==> config.mk <==
export PLATFORM = sky130hd
export DESIGN_NAME = cr_quantizer
export DESIGN_NICKNAME = d
export VERILOG_FILES = /design/src/rtl/cr_quantizer.sv
export SDC_FILE = /design/constraint.sdc
export NUM_CORES = 1
export LEC_CHECK = 0
export BUFFER_PORTS_ARGS = -buffer_cell sky130_fd_sc_hd__buf_2
export CAP_MARGIN = 30
export CORE_AREA = 2 2 279 281
export DETAILED_ROUTE_END_ITERATION = 16
export DIE_AREA = 0 0 281 283
export PLACE_DENSITY_LB_ADDON = 0.3
export RECOVER_POWER = 50
export SYNTH_ARGS = -nofsm -noshare
export SYNTH_HDL_FRONTEND = slang
export SYNTH_SLANG_ARGS = --single-unit
==> constraint.sdc <==
create_clock -name clk -period 69.5 [get_ports clk]
set_input_delay 13.9 -clock clk [delete_from_list [all_inputs] [get_ports clk]]
set_output_delay 13.9 -clock clk [all_outputs]
set_load 0.02 [all_outputs]
==> src/rtl/cr_quantizer.sv <==
// Cr-channel JPEG quantizer: captures a 64-coefficient DCT block and streams
// quantized coefficients in raster order. Define CR_QUANT_ROUND_EN for round-to-nearest, else floor.
module cr_quantizer (
    input  logic                clk,
    input  logic                rst,
    input  logic                enable,
    input  logic [703:0]        z_in,
    output logic                busy,
    output logic                q_valid,
    output logic signed [10:0]  q_out,
    output logic [5:0]          q_index,
    output logic                block_done
);

    typedef enum logic [1:0] {IDLE, RUN, DRAIN} state_t;

    state_t             state;
    logic [5:0]         cnt;
    logic [10:0]        coef_buf [64];

    // Issue stage (buffer read), multiply stage, output stage
    logic               v_s0;
    logic signed [10:0] z_s0;
    logic [12:0]        r_s0;
    logic [5:0]         k_s0;

    logic               v_s1;
    logic signed [24:0] p_s1;
    logic [5:0]         k_s1;

    logic signed [24:0] z_ext;
    logic signed [24:0] r_ext;
    logic signed [24:0] prod;
    logic signed [24:0] p_adj;

    // round(4096 / Qc[k]) for the JPEG chroma table; every unlisted entry is Q=99
    function automatic logic [12:0] recip_of(input logic [5:0] k);
        logic [2:0] row;
        logic [2:0] col;
        row      = k[5:3];
        col      = k[2:0];
        recip_of = 13'd41;
        case (row)
            3'd0: case (col)
                3'd0: recip_of = 13'd241;
                3'd1: recip_of = 13'd228;
                3'd2: recip_of = 13'd171;
                3'd3: recip_of = 13'd87;
                default: recip_of = 13'd41;
            endcase
            3'd1: case (col)
                3'd0: recip_of = 13'd228;
                3'd1: recip_of = 13'd195;
                3'd2: recip_of = 13'd158;
                3'd3: recip_of = 13'd62;
                default: recip_of = 13'd41;
            endcase
            3'd2: case (col)
                3'd0: recip_of = 13'd171;
                3'd1: recip_of = 13'd158;
                3'd2: recip_of = 13'd73;
                default: recip_of = 13'd41;
            endcase
            3'd3: case (col)
                3'd0: recip_of = 13'd87;
                3'd1: recip_of = 13'd62;
                default: recip_of = 13'd41;
            endcase
            default: recip_of = 13'd41;
        endcase
    endfunction

    // NOTE: the coefficient buffer has no reset; it is always written in full before it is read.
    always_ff @(posedge clk) begin
        if (state == IDLE && enable) begin
            for (int k = 0; k < 64; k++) begin
                coef_buf[k] <= z_in[11*k +: 11];
            end
        end
    end

    always_ff @(posedge clk or negedge rst) begin
        if (!rst) begin
            state <= IDLE;
            cnt   <= '0;
            busy  <= 1'b0;
            v_s0  <= 1'b0;
            z_s0  <= '0;
            r_s0  <= '0;
            k_s0  <= '0;
        end else begin
            v_s0 <= 1'b0;
            case (state)
                IDLE: begin
                    if (enable) begin
                        state <= RUN;
                        cnt   <= '0;
                        busy  <= 1'b1;
                    end
                end
                RUN: begin
                    z_s0 <= coef_buf[cnt];
                    r_s0 <= recip_of(cnt);
                    k_s0 <= cnt;
                    v_s0 <= 1'b1;
                    cnt  <= cnt + 6'd1;
                    if (cnt == 6'd63) begin
                        state <= DRAIN;
                    end
                end
                DRAIN: begin
                    // Last coefficient leaves the output register this cycle
                    if (block_done) begin
                        state <= IDLE;
                        busy  <= 1'b0;
                    end
                end
                default: state <= IDLE;
            endcase
        end
    end

    assign z_ext = {{14{z_s0[10]}}, z_s0};
    assign r_ext = {12'd0, r_s0};
    assign prod  = z_ext * r_ext;

`ifdef CR_QUANT_ROUND_EN
    assign p_adj = p_s1 + 25'sd2048;
`else
    assign p_adj = p_s1;
`endif

    always_ff @(posedge clk or negedge rst) begin
        if (!rst) begin
            v_s1       <= 1'b0;
            p_s1       <= '0;
            k_s1       <= '0;
            q_valid    <= 1'b0;
            q_out      <= '0;
            q_index    <= '0;
            block_done <= 1'b0;
        end else begin
            v_s1 <= v_s0;
            if (v_s0) begin
                p_s1 <= prod;
                k_s1 <= k_s0;
            end
            q_valid    <= v_s1;
            block_done <= v_s1 && (k_s1 == 6'd63);
            if (v_s1) begin
                // Bits [22:12] are the arithmetic shift by 12 truncated to 11 bits
                q_out   <= p_adj[22:12];
                q_index <= k_s1;
            end
        end
    end

endmodule

==> flow_summary.yaml <==
status:
  status: "finished with violations"
  violations: "max-capacitance violations, max-slew violations"
placed_design:
  dp_hpwl_um: 76030
  place_congestion: 0.8835
  port_buffers: 726
  placedCellCount: 3504
  placed_area_um2: 37660
critical_path:
  worstReg2RegEnd: "z_s0[8]"
  cp_top_family: "buffers and inverters"
  critPathLaunch: "rst"
  path_depth: 2
  crit_chain: "clkbuf_1 > clkbuf_1"
  crit_fanout: 66
  crit_path_start_kind: "input port"
  crit_path_top_delay_cell: "clkbuf_1"
  r2r-start: "cnt[0]"
  critical_path.endpoint_type: "asynchronous set/reset pin"
  rrSetupSlack_ns: 57.44
  slowest_delay_ns: 2.61
  crit_type: "in -> async"
  ff2ff_path_depth: 6
  critPathArrivalTime_ns: 16.87
  crit_buf_inv: 2
  worstPathRequired_ns: 68.88
  worst_path_most_repeated_cell: "clkbuf_1"
  crit_path_end: "cnt[1]"
clock_tree:
  cts_buffer_depth: 3
  htree_levels: 3
  numCtsBuffers: 84
  cts_tree: "done"
  root_buffer: "clkbuf_16"
  holdBufCountCts: 0
  cts_resized: 0
  cts.sinks: 776
  clk_latency_ns: 0.65
  cts_setup_buffers: 0
  path_clk_slew_ns: 0.06
global_route:
  grt_overflow: 0
  grt_util_met2: 0.4465
  track_usage: 0.2551
  antenna_found_initial: 56
  grtUsageMet3: 0.05772
  busiest_layer: "met2"
  first_global_vias: 20910
  grt_start_max_net_pins: 204
  grt_pass1_wl_um: 144400
  met1_usage: 0.3131
finish:
  mostFrequentLayoutCells: "edfxtp_1 (704), buf_2 (657), mux4_2 (159), nand2_1 (101), clkbuf_1 (85)"
  drive_gt1_frac: 0.3817
  nets: 3388
  fin_area_um2: 40500
  fin_cells: 3702
  fillCellCount: 6266
  area_growth_pct: 22.72
  layout_commonest_cell: "edfxtp_1"
synth:
  yosysUniqueCellTypes: 68
  async_flop_share: 0.09278
  synth_cells: 1807
  synthFlopType: "edfxtp_1"
  syn-cell-area_um2: 33000
  ys_seq_area_frac: 0.6952
  ys_ff_latch: 776
  avgSynthCellArea_um2: 18.26
  synth_edf_count: 704
  syn-num-nets: 2642
  ys_warn_count: 0
flow_run:
  drv_cap: 6
sta:
  slew_headroom: -4.063
  final_max_slew_viol_count: 303
  tns_ns: 0
  tightest_slew_ns: 7.594
  setup_viol: 0
  rsz0062_at_grt: "false"
  fin_crit_sh: 0.2517
  period_minus_slack_ns: 17.49
  finClkSkew_ns: 0.04614
  hold_violations: 0
  fmax_mhz: 57.17
detailed_routing:
  drt_iter0_markers: 1809
  final_antenna_net_count: 0
  via_count: 19960
  first_pass_iters: 5
  drcViolationCount: 0
  via_per_inst: 5.393
  wirelength_um: 101400
  wl_per_cell_um: 27.39
die:
  die-area_um2: 79520
  io_pins: 727
  start_util: 0.4303
  die-height_um: 283
  die_w_um: 281
  core-area_um2: 76700
  num_rows: 102
pwr:
  vdd_drop_max_uv: 38.77
  p_leak_nw: 15.26
  power_density_nw_per_um2: 44.22
  p_total_mw: 1.791
min_path:
  hp-class: "reg -> reg"
[layer usage]
metal,vias to the layer above,wire length [um]
li1,8714,-
met1,10160,38040
met2,847,52850
met3,202,7138
met4,38,3137
met5,-,240
[report_power, final]
part | internal [mW] | switching (mW)
Sequential | 0.556 | 0.0492
Clock | 0.262 | 0.188
Combinational | 0.324 | 0.412
Total | 1.14 | 0.649
[final cells by class]
| class | count | area, um^2 | share of cell area |
|---|---|---|---|
| antenna | 42 | 105.1 | 0.002595 |
| timing repair buffer | 751 | 3797 | 0.09376 |
| multi-input combinational | 858 | 9244 | 0.2282 |
| sequential | 776 | 22950 | 0.5667 |
| clock buffer | 96 | 2147 | 0.05301 |
| tap | 1040 | 1301 | 0.03213 |
| inverter | 82 | 307.8 | 0.007600 |
| clock inverter | 57 | 646.9 | 0.01597 |
[worst min path at each step]
stage / from / to / slack [ns] / cells after the start
2_1_floorplan: v_s1 / q_valid / 0.35 / 0
3_3_place_gp: k_s0[2] / k_s0[2] / 0.47 / 2
3_5_place_dp: k_s0[2] / k_s0[2] / 0.47 / 2
4_1_cts: k_s0[2] / k_s0[2] / 0.48 / 2
5_1_grt: k_s0[2] / k_s0[2] / 0.51 / 2
6_report: k_s0[2] / k_s0[2] / 0.48 / 2
[synth_stat cells, drive strengths merged, types with 43 or more instances]
master | number | area [um^2]
clkbuf | 43 | 161.4
edfxtp | 704 | 21140
buf | 48 | 365.4
dfrtp | 72 | 1802
and2 | 51 | 319.1
ha | 76 | 950.9
fa | 52 | 1041
mux4 | 163 | 3686
inv | 80 | 300.3
nor2 | 57 | 214.0
nand2 | 101 | 379.1
[sequential cells by signal (all words and copies together), names as in the netlist]
register and count:
v_s1 1, k_s0 6, v_s0 1, coef_buf 704, p_adj 11, cnt 6, block_done 1, k_s1 6
q_index 6, q_valid 1, busy 1, z_s0 11, state 2, q_out 11, r_s0 8
[kinds of logic after synthesis]
group,after synthesis,synth area share
AOI/OAI and AO/OA,203,0.04330
xor gates and xnor gates,3,0.0007963
adders and majority gates,128,0.06036
buffers and inverters,173,0.02529
DFF,776,0.6952
muxes,226,0.1318
and+or+nand+nor,298,0.04333
[worst reg2reg max path, cell delays in order, from the launching register on]
cell	delay, ns
dfrtp_1	1.82
clkbuf_1	5.41
clkbuf_1	2.73
mux4_2	0.83
mux2i_1	0.57
o21ai_0	0.22
o32a_1	0.37
[stage by stage]
stage | worst slack (ns) | hold slack, ns | util
2_1_floorplan | 1.116 | 0.3519 | -
3_3_place_gp | 52.34 | 0.4678 | 0.4908
3_5_place_dp | 52.16 | 0.4703 | 0.4910
4_1_cts | 52.87 | 0.4834 | 0.5275
5_1_grt | 50.87 | 0.5102 | 0.5275
6_report | 52.01 | 0.4771 | 0.5280
Power figures use the tool's default switching activity.
